### config.mk
export PLATFORM = sky130hd
export DESIGN_NAME = program_loader
export DESIGN_NICKNAME = d
export VERILOG_FILES = /design/src/rtl/program_loader.sv
export SDC_FILE = /design/constraint.sdc
export NUM_CORES = 1
export LEC_CHECK = 0
export CAP_MARGIN = 20
export CORE_MARGIN = 1
export CORE_UTILIZATION = 35
export DETAILED_ROUTE_END_ITERATION = 16
export HOLD_SLACK_MARGIN = 0.1
export PLACE_DENSITY = 0.63
export SLEW_MARGIN = 30
export SYNTH_ARGS = -nofsm -noshare
export SYNTH_HDL_FRONTEND = slang
export SYNTH_HIERARCHICAL = 1
export SYNTH_SLANG_ARGS = --single-unit
### constraint.sdc
create_clock -name clock -period 2.8 [get_ports clock]
set_clock_uncertainty 0.1 [all_clocks]
set_input_delay 0.28 -clock clock [delete_from_list [all_inputs] [get_ports clock]]
set_output_delay 0.28 -clock clock [all_outputs]
set_load 0.02 [all_outputs]
### src/rtl/program_loader.sv
// Boot loader: packs a byte stream into memory words, writes them from address 0,
// then releases the CPU from reset and runs it until halt or the cycle budget.
module program_loader_lane #(
  parameter int BYTE_W = 8
) (
  input  logic              clock,
  input  logic              clr,
  input  logic              ld,
  input  logic [BYTE_W-1:0] d,
  output logic [BYTE_W-1:0] merged
);
  logic [BYTE_W-1:0] q;

  always_ff @(posedge clock) begin
    if (clr)     q <= '0;
    else if (ld) q <= d;
  end

  // Incoming byte bypasses the register so the completing word is whole on its accept edge.
  assign merged = ld ? d : q;
endmodule

module program_loader #(
  parameter int BYTE_W     = 8,
  parameter int WORD_W     = 32,
  parameter int ADDR_W     = 10,
  parameter int DEPTH      = 1024,
  parameter int BIG_ENDIAN = 1,
  parameter int MAX_CYCLES = 0
) (
  input  logic              clock,
  input  logic              reset_0,
  input  logic              start,
  input  logic              in_valid,
  output logic              in_ready,
  input  logic [BYTE_W-1:0] in_data,
  input  logic              in_last,
  output logic              mem_we,
  output logic [ADDR_W-1:0] mem_addr,
  output logic [WORD_W-1:0] mem_wdata,
  output logic              cpu_reset_0,
  input  logic              halt,
  output logic [31:0]       run_cycles,
  output logic [ADDR_W:0]   word_count,
  output logic              done,
  output logic              timeout,
  output logic              overflow
);
  localparam int              BPW         = WORD_W / BYTE_W;
  localparam int              LW          = (BPW > 1) ? $clog2(BPW) : 1;
  localparam logic [ADDR_W:0] DEPTH_W     = (ADDR_W+1)'(DEPTH);
  localparam logic [ADDR_W:0] WC_ONE      = (ADDR_W+1)'(1);
  localparam logic [LW-1:0]   LANE_ONE    = LW'(1);
  localparam logic [LW-1:0]   LANE_LAST   = LW'(BPW - 1);
  localparam logic [31:0]     BUDGET_LAST = 32'(MAX_CYCLES - 1);

  // S_FLUSH covers the cycle the final write strobe is on the bus, before the CPU runs.
  typedef enum logic [2:0] {S_IDLE, S_LOAD, S_FLUSH, S_RUN, S_DONE, S_ERR} state_t;
  state_t state, state_n;

  logic [LW-1:0]              lane;
  logic [BPW-1:0][BYTE_W-1:0] lane_m;
  logic [WORD_W-1:0]          word_n;
  logic xfer, full, acc, ovf, wr, enter, budget, stop, lane_clr;

  assign xfer     = in_valid & in_ready;
  assign full     = (word_count == DEPTH_W);
  assign acc      = xfer & ~full;
  assign ovf      = xfer & full;
  assign wr       = acc & (in_last | (lane == LANE_LAST));
  assign enter    = start & (state == S_IDLE || state == S_DONE || state == S_ERR);
  assign budget   = (MAX_CYCLES != 0) && (run_cycles == BUDGET_LAST);
  assign stop     = halt | budget;
  assign lane_clr = ~reset_0 | enter | wr;

  for (genvar i = 0; i < BPW; i++) begin : g_lane
    program_loader_lane #(.BYTE_W(BYTE_W)) u_lane (
      .clock  (clock),
      .clr    (lane_clr),
      .ld     (acc && (lane == LW'(i))),
      .d      (in_data),
      .merged (lane_m[i])
    );
    if (BIG_ENDIAN != 0) begin : g_be
      assign word_n[WORD_W-1-i*BYTE_W -: BYTE_W] = lane_m[i];
    end else begin : g_le
      assign word_n[i*BYTE_W +: BYTE_W] = lane_m[i];
    end
  end

  always_ff @(posedge clock) begin
    if (!reset_0) state <= S_IDLE;
    else          state <= state_n;
  end

  always_comb begin
    state_n = state;
    unique case (state)
      S_IDLE, S_DONE, S_ERR: if (start) state_n = S_LOAD;
      S_LOAD: begin
        if (ovf)                 state_n = S_ERR;
        else if (wr && in_last)  state_n = S_FLUSH;
      end
      S_FLUSH: state_n = S_RUN;
      S_RUN:   if (stop) state_n = S_DONE;
      default: state_n = S_IDLE;
    endcase
  end

  always_ff @(posedge clock) begin
    if (!reset_0) begin
      in_ready    <= 1'b0;
      mem_we      <= 1'b0;
      mem_addr    <= '0;
      mem_wdata   <= '0;
      cpu_reset_0 <= 1'b0;
      run_cycles  <= '0;
      word_count  <= '0;
      done        <= 1'b0;
      timeout     <= 1'b0;
      overflow    <= 1'b0;
      lane        <= '0;
    end else begin
      in_ready    <= (state_n == S_LOAD);
      mem_we      <= wr;
      cpu_reset_0 <= (state_n == S_RUN);
      if (wr) begin
        mem_addr  <= word_count[ADDR_W-1:0];
        mem_wdata <= word_n;
      end
      if (enter) begin
        word_count <= '0;
        run_cycles <= '0;
        done       <= 1'b0;
        timeout    <= 1'b0;
        overflow   <= 1'b0;
        lane       <= '0;
      end else begin
        if (wr) begin
          word_count <= word_count + WC_ONE;
          lane       <= '0;
        end else if (acc) begin
          lane <= lane + LANE_ONE;
        end
        if (ovf) overflow <= 1'b1;
        if (state == S_RUN) begin
          if (run_cycles != '1) run_cycles <= run_cycles + 32'd1;
          if (stop) begin
            done    <= 1'b1;
            timeout <= ~halt;
          end
        end
      end
    end
  end
endmodule

==> results.cfg, run 1 <==
[yosys]
synth_flop_cell = dfxtp_1
synthesis.area_um2 = 5630
synth.area.mux_share = 0.0871
syn-num-nets = 634
ys_async_sr_fraction = 0
avgSynthCellArea_um2 = 9.19
ys_ff_latch = 128
synth_cell_types = 51
synth_top_family_by_area = simple AND/OR/NAND/NOR gates
synth_edf_count = 0
synth_compound_area_frac = 0.140
synth.area.top_cells = dfxtp_1 (45%), mux2_4 (8.5%), nand2_1 (7.9%), a21boi_1 (5.6%), nor2b_1 (3.9%)
synth_fa_ha_area_frac = 0.0155
synth_warnings = 6
synth_top_area_share = 0.455
ys_seq_area_frac = 0.455
yosysTopAreaCell = dfxtp_1
synth-simple-area-share = 0.250
netlist_instances = 613
synth_xor_xnor_area_share = 0.0171

[timing]
fin_hold_ws_ns = 0.350
post-route-min-period_ns = 2.35
setup_ws_ns = 0.447
setup_viol = 0
worstMarginPinSlew_ns = 0.753
fmax_ghz = 0.425
maxSlewHeadroom = 0.494
tns_ns = 0
hold_viol_final = 0
finalCritPeriodShare = 0.840
slew_viol_final = 0
grt_setup_unrepaired = no

[route]
vias = 4737
viasPerCell = 4.97
routed_wl_mm = 13.8
drtAntennaViolNets = 0
detail_route.iter0.violations = 219
wl_per_cell_um = 14.4
first_pass_iters = 4
drc = 0

[floorplan]
die_x_um = 129
die_h_um = 129
core_area_um2 = 15800
dieArea_um2 = 16600
ioPinCount = 105
start_util = 0.357
std_cell_rows = 46

[place]
pre_cts_ws_ns = 0.260
port_buffers = 104
dpl.hpwl_mm = 9.50
place_congestion = 0.811
place_area_um2 = 6940
placed_cells = 921

[final_layout]
final_net_count = 745
design_area_um2 = 7470
register_area_um2 = 2560
fin_cells = 953
syn2layout_area_growth_pct = 32.5
multiInputGateArea_um2 = 2900
diodes = 0
fillCellCount = 1513
drive_above_1_share = 0.122

[cts]
cts_buffers = 17
cts_root_buf = clkbuf_16
clock-sinks = 128
cts_hold_buf = 0
clock_latency_ns = 0.42
post_cts_resized = 0
cts.path.max_buffers = 2
clkTransAtPathRegs_ns = 0.06
post_cts_buffers = 0
htreeDepth = 4
cts_tree = yes

[global_route]
grt_use_total = 0.174
antenna_found_initial = 0
grt_max_degree = 45
overflow = 0
grt_pass1_vias = 4560
grt_pass1_wl_mm = 22.6

[pwr]
powerDensity_nw_per_um2 = 534
peakVddDrop_mv = 0.404
leakagePower_nw = 2.49

[critical_path]
path_class = reg2reg
critPathArrivalTime_ns = 2.54
rrSetupSlack_ns = 0.45
crit_end = g_lane[0].u_lane/q[6]
cp-end-kind = flip-flop
cp_max_fo = 9
r2r_cells = 8
startpoint_type = flip-flop
r2r_end = g_lane[0].u_lane/q[6]
critPathLaunch = word_count[0]
regToRegStartpoint = word_count[0]
required_ns = 2.99

[run_status]
status = completed

[worst_hold_path]
holdCritPathClass = reg2reg

[job]
max_cap_violations = 0
-- cells in the mapped netlist, types with 5 or more instances --
cell	instances
a21boi_1	42
a21oi_1	28
a21oi_2	5
and2_1	6
buf_6	5
clkbuf_1	16
dfxtp_1	128
ha_1	7
inv_1	13
mux2_4	32
nand2_1	119
nand3_1	15
nand4_1	16
nor2_1	30
nor2b_1	35
o21ai_0	5
o21ai_1	11
o31ai_1	13
or3_1	15
or4_1	11
xor2_1	9
-- how the worst min path moves through the flow --
stage                    end  slack [ns]  cells past startpoint          start
3_3_place_gp   mem_wdata[22]        0.34                      2  mem_wdata[22]
5_1_grt        mem_wdata[12]        0.38                      2  mem_wdata[12]
2_1_floorplan           done        0.37                      2           halt
6_report         mem_addr[9]        0.35                      2    mem_addr[9]
3_5_place_dp     mem_addr[0]        0.35                      2    mem_addr[0]
4_1_cts          mem_addr[0]        0.35                      2    mem_addr[0]
-- area by class of cell --
class,count,share of cell area
clock buffers,22,0.0622
clock inverters,10,0.00855
inverters,13,0.00653
multi-input cells,445,0.389
flip-flops and latches,128,0.343
well taps,216,0.0362
repair buffers,119,0.154
-- power by group --
group	internal (W)	switching, W
logic	0.0000725	0.000107
registers	0.00183	0.00000745
clock network	0.00117	0.000803
total	0.00307	0.000918
-- stage by stage --
stage	utilization	total power (W)
after floorplan	-	0.00198
after detailed placement	0.440	0.00206
after CTS	0.474	0.00403
final	0.474	0.00399
after global placement	0.440	0.00205
after global routing	0.474	0.00412
-- flip-flops by register name, summed over array words and instances, names as in the netlist --
| register | cells |
|---|---|
| g_lane.u_lane/q | 32 |
| mem_wdata | 32 |
| run_cycles | 32 |
| word_count | 11 |
| mem_addr | 10 |
| state | 3 |
| lane | 2 |
| cpu_reset_0 | 1 |
| done | 1 |
| in_ready | 1 |
| mem_we | 1 |
| overflow | 1 |
| timeout | 1 |
-- cells in the final DEF (no fill, tap or decap), types with 3 or more instances in the layout --
cell type / n
and3_1: 4
nand2_1: 119
dfxtp_1: 128
a21oi_1: 28
clkbuf_16: 17
inv_1: 13
mux2_4: 32
nor2b_1: 35
o311ai_1: 4
a21boi_1: 42
clkinv_2: 5
o21ai_1: 10
xor2_1: 9
o21ai_0: 5
nor2_1: 30
nand3_1: 15
clkdlybuf4s50_1: 104
clkbuf_1: 3
and4_1: 4
and2_1: 6
o31ai_1: 13
ha_1: 7
a21oi_2: 5
nor3_1: 4
nand2b_1: 3
or3_1: 15
or4_1: 11
or2_1: 3
nand4_1: 16
clkinvlp_4: 4
buf_4: 15
-- routing by layer --
layer / track usage / routed length (um)
met1: 0.215 / 6380
met2: 0.287 / 6530
met3: 0.0453 / 619
met4: 0.0720 / 218
met5: 0 / 0
-- critical path: stages (launching register included) --
cell	delay (ns)
dfxtp_1	0.33
inv_1	0.07
ha_1	0.20
nor2b_1	0.18
a31oi_1	0.15
buf_4	0.19
and2_1	0.51
mux2_4	0.36
nor2b_1	0.14
-- kinds of logic (layout without fill, tap and decap cells) --
group,Yosys count,in the layout
mux,33,33
xor+xnor,11,11
flops,128,128
simple gates,277,277
fa+ha+maj,7,7
compound gates,117,117
buf+inv,40,164
(Power assumes the default switching activity.)
==> run 2: changes to the inputs <==
- PLACE_DENSITY: 0.63 -> 0.65
- clock period: 2.8 -> 1.95 ns (I/O delays scaled with it)
==> results.cfg, run 2 (same netlist as run 1, synthesis figures left out) <==
[cts]
cts_hold_buf = 0
htreeDepth = 4
clkTransAtPathRegs_ns = 0.05
clock-sinks = 128
cts_root_buf = clkbuf_16
clock_latency_ns = 0.42
cts_buffers = 17
cts_tree = yes
cts.path.max_buffers = 2

[critical_path]
rrSetupSlack_ns = -0.06
required_ns = 2.16
r2r_end = run_cycles[3]
critPathArrivalTime_ns = 2.21
r2r_cells = 7
startpoint_type = flip-flop
cp-end-kind = flip-flop
path_class = reg2reg
cp_max_fo = 6
regToRegStartpoint = run_cycles[6]

[floorplan]
dieArea_um2 = 16600
start_util = 0.357
core_area_um2 = 15800
die_x_um = 129
std_cell_rows = 46
die_h_um = 129
ioPinCount = 105

[timing]
slew_viol_final = 0
setup_ws_ns = -0.0571
finalCritPeriodShare = 1.03
fmax_ghz = 0.498
post-route-min-period_ns = 2.01
hold_viol_final = 0
grt_setup_unrepaired = yes
setup_viol = 11
worstMarginPinSlew_ns = 0.514
maxSlewHeadroom = 0.657

[job]
max_cap_violations = 0

[final_layout]
drive_above_1_share = 0.261
syn2layout_area_growth_pct = 48.7
diodes = 0
final_core_util = 0.531
layout_common_cells = nand2_1 (114), dfxtp_1 (107), clkdlybuf4s50_1 (104)
reg_top3 = g_lane.u_lane/q x32, mem_wdata x32, run_cycles x32
fillCellCount = 1448
final_common_cell = nand2_1
final_net_count = 798
fin_cells = 1004

[route]
viasPerCell = 4.99
detail_route.iter0.violations = 207
wl_per_cell_um = 15.4
vias = 5011
drc = 0
routed_wl_mm = 15.4
first_pass_iters = 4
drtAntennaViolNets = 0

[worst_hold_path]
min_path_cells = 2
holdPathEnd = mem_addr[3]
hp-start = mem_addr[3]
holdCritPathClass = reg2reg

[global_route]
grt_pass1_wl_mm = 23.8
overflow = 0
antenna_found_initial = 0
grt_use_total = 0.184
grt_max_degree = 38
grt_pass1_vias = 4938

[run_status]
status = complete, but fails checks
failed_checks = setup timing

[place]
place_congestion = 0.858
dpl.hpwl_mm = 10.1
placed_cells = 960
port_buffers = 104

[pwr]
powerDensity_nw_per_um2 = 739
power.total_w = 0.00619
leakagePower_nw = 2.94
peakVddDrop_mv = 0.673
run 2: changes by cell type in the layout (fill, tap and decap cells not counted), sizes merged:
cell,previous run,this run
buf,15,64
clkinv,6,2
clkinvlp,4,1
bufinv,0,3
clkbuf,22,25
inv,13,16
run 2: stage by stage:
step | setup TNS, ns | hold slack, ns | setup WS [ns] | area, um^2
floorplan | -1.66 | 0.285 | -0.0393 | 5770
global placement | -3.90 | 0.342 | -0.0746 | 7400
detailed placement | -4.56 | 0.344 | -0.0951 | 7400
CTS | 0 | 0.352 | 0.00162 | 8010
global route | -1.94 | 0.359 | -0.0830 | 8380
finish | -0.370 | 0.347 | -0.0571 | 8380
run 2: how the worst max path moves through the flow:
stage	startpoint	endpoint	cells past startpoint
floorplan	word_count[1]	g_lane[0].u_lane/q[0]	8
detailed placement	in_valid	g_lane[3].u_lane/q[2]	6
global route	run_cycles[6]	run_cycles[7]	7
CTS	word_count[1]	g_lane[2].u_lane/q[4]	7
global placement	in_valid	mem_wdata[14]	7
finish	run_cycles[6]	run_cycles[3]	7
run 2: layout make-up:
class | count | area (um^2) | area share
Multi-Input combinational cell | 445 | 3160 | 0.377
Sequential cell | 128 | 2600 | 0.311
Timing Repair Buffer | 172 | 1690 | 0.202
Clock buffer | 21 | 472 | 0.0563
Tap cell | 216 | 270 | 0.0323
Clock inverter | 9 | 129 | 0.0154
Inverter | 13 | 51.3 | 0.00612
run 2: critical path, stage by stage (launching register included):
cell and delay [ns]:
dfxtp_4 0.38, nand4_4 0.14, or4_4 0.58, nor4_4 0.18, buf_6 0.18, clkbuf_16 0.16
or3_1 0.12, a21oi_2 0.05
run 2: per-layer routing:
| metal | GRT usage | vias up | part of all wire |
|---|---|---|---|
| met5 | 0 | - | 0 |
| met4 | 0.0713 | 0 | 0.015 |
| met3 | 0.0511 | 24 | 0.046 |
| met2 | 0.305 | 119 | 0.48 |
| met1 | 0.225 | 2392 | 0.46 |
| li1 | - | 2476 | - |
run 2: repair_timing:
item	4_1_cts	5_1_grt
endpoints found under the setup margin	4	90
setup buffers	1	7
pin swaps	1	29
gates resized for setup	0	48
gates cloned	0	6
hold endpoints to repair	0	0
run 2: power breakdown:
group          internal, W  total, W  switching (W)
Clock              0.00210   0.00325        0.00114
Sequential         0.00262   0.00263     0.00000639
Combinational     0.000139  0.000315       0.000176
Total              0.00487   0.00619        0.00133
==> variant (flow settings as in run 1) <==
Encoding of `state_t`: now one-hot (6 bits for 6 states).
--- a/src/rtl/program_loader.sv
+++ b/src/rtl/program_loader.sv
@@ -57,3 +57,3 @@
   // S_FLUSH covers the cycle the final write strobe is on the bus, before the CPU runs.
-  typedef enum logic [2:0] {S_IDLE, S_LOAD, S_FLUSH, S_RUN, S_DONE, S_ERR} state_t;
+  typedef enum logic [5:0] {S_IDLE = 6'b000001, S_LOAD = 6'b000010, S_FLUSH = 6'b000100, S_RUN = 6'b001000, S_DONE = 6'b010000, S_ERR = 6'b100000} state_t;
   state_t state, state_n;
Function: same outputs for any inputs over 10 cycles, from zero or initial values and one cycle with reset_0 low; not proved beyond that.
==> variant against run 1 <==
Routed wire length rose by 1.9%. Core utilization grew 0.86 points. Synthesized area increased by 0.84%. Critical path depth decreased by 3. Worst setup slack worse by 240 ps. Design area grew 2.6%. Total power grew 9.5%. Sequential cell count rose by 3. Largest cell class unchanged. Largest power group unchanged.
==> variant: results (changes against run 1) <==
* Outcome: finished, final reports clean
- Number of cell instances on the worst register-to-register path: 5 (-3)
* Gpl congestion: 0.799 (-1.5%)
* Worst slew pin tran: 739 ps (-14.0 ps)
- The leakage power total came to 2.62 nW (+5.0%).
- The global-route usage over all layers was 0.176 (+0.00192).
* End of the worst hold path: mem_wdata[24]
* Met2 demand-to-capacity share in global routing: 0.297 (+0.00984)
- Global routing met3 resource utilization: 0.0528 (+0.00753)
- Global-route wire length before repair: 22800 um (+0.98%)
* Starting DRC count in detailed routing: 179 (-18%)
- Data arrival time of the critical path: 2860 ps (+320 ps)
- Number of stages on the worst hold path: 2 (unchanged)
- Top area cells in the synthesized netlist: dfxtp_1 46%, mux2_4 8.5%, nand2_1 7.9%
* Nets: 752 (+0.94%)
* Ratio of cells with drive above 1 in the final layout: 0.126 (+0.00423)
* Length of routed met3 wiring: 740 um (+20%)
- Via count of the first global-routing pass: 4643 (+1.8%)
* Detailed-routing wirelength on met1: 6500 um (+1.9%)
- VDD IR-drop max: 0.000457 V (+13%)
- Pre-CTS setup slack: -99.4 ps (-360 ps)
- The critical path starts at run_cycles[4].
- Commonest cells in the synthesized netlist: 131 x dfxtp_1, 120 x nand2_1, 42 x a21boi_0
* Detail Placement HPWL: 9730 um (+2.4%)
- The portion of the post-synthesis area used by sequential elements was 0.462 (+0.00676).
* Worst reg2reg setup slack: 210 ps (-240 ps)
- The worst hold path begins at mem_wdata[24].
- Global-route met1 utilization: 0.213 (-0.00119)
- Min Clock Period, post-route: 2590 ps (+241 ps)
- Pin count of the biggest net entering global routing: 52 (+16%)
* Terminus of the critical flop-to-flop path: run_cycles[30]
- Number of unique standard cell types used by synthesis: 45 (-12%)
* Sum of met2 wire segment lengths after detailed routing: 6690 um (+2.4%)
* Post-synth net total: 636 (+0.32%)
## variant: cell count changes after synthesis, sizes merged, moves of 4 or more
cell,change
mux2i,+6
a21oi,-14
o311ai,-4
xnor2,+7
nand3,-7
nor4,+4
o31ai,-9
o211ai,+9
## variant: metrics by stage
stage | cell area (um^2) | instances | total power [mW] | hold WS, ps | util
2_1_floorplan | 5680 | 615 | 2.06 | 310 | -
3_3_place_gp | 7040 | 928 | 2.14 | 352 | 0.443
3_5_place_dp | 7040 | 928 | 2.14 | 357 | 0.443
4_1_cts | 7650 | 960 | 4.42 | 365 | 0.482
5_1_grt | 7660 | 960 | 4.52 | 380 | 0.482
6_report | 7660 | 960 | 4.37 | 360 | 0.482
## variant: area by class of cell
cell class | count | area, um^2
clock inverters | 12 | 154
repair buffers | 127 | 1230
well taps | 216 | 270
inverters | 12 | 45.0
flip-flops and latches | 131 | 2620
multi-input cells | 442 | 2880
clock buffers | 20 | 457
fillers | 1552 | 8230
## variant: kinds of logic (layout without fill, tap and decap cells)
family | count (synthesis) | after routing | synth area share
mux | 39 | 39 | 0.0969
buf+inv | 42 | 171 | 0.0361
fa+ha+maj | 7 | 7 | 0.0154
xor+xnor | 18 | 18 | 0.0277
compound gates | 101 | 101 | 0.120
flops | 131 | 131 | 0.462
simple gates | 277 | 277 | 0.243
## variant: power breakdown
| group | internal, mW | switching (mW) |
|---|---|---|
| combinational | 0.0872 | 0.130 |
| sequential | 1.88 | 0.0103 |
| clock | 1.45 | 0.817 |
## variant: what timing repair did
action                                 4_1_cts  5_1_grt
endpoints found under the hold margin        0        0
resized for setup                            0        1
setup endpoints to repair                    0       57
## variant: worst max-delay path: stages, from the launching register on
cell	delay, ps
dfxtp_1	440
nand4_2	240
or4_1	680
or3_1	500
or4_1	500
nand2_1	70
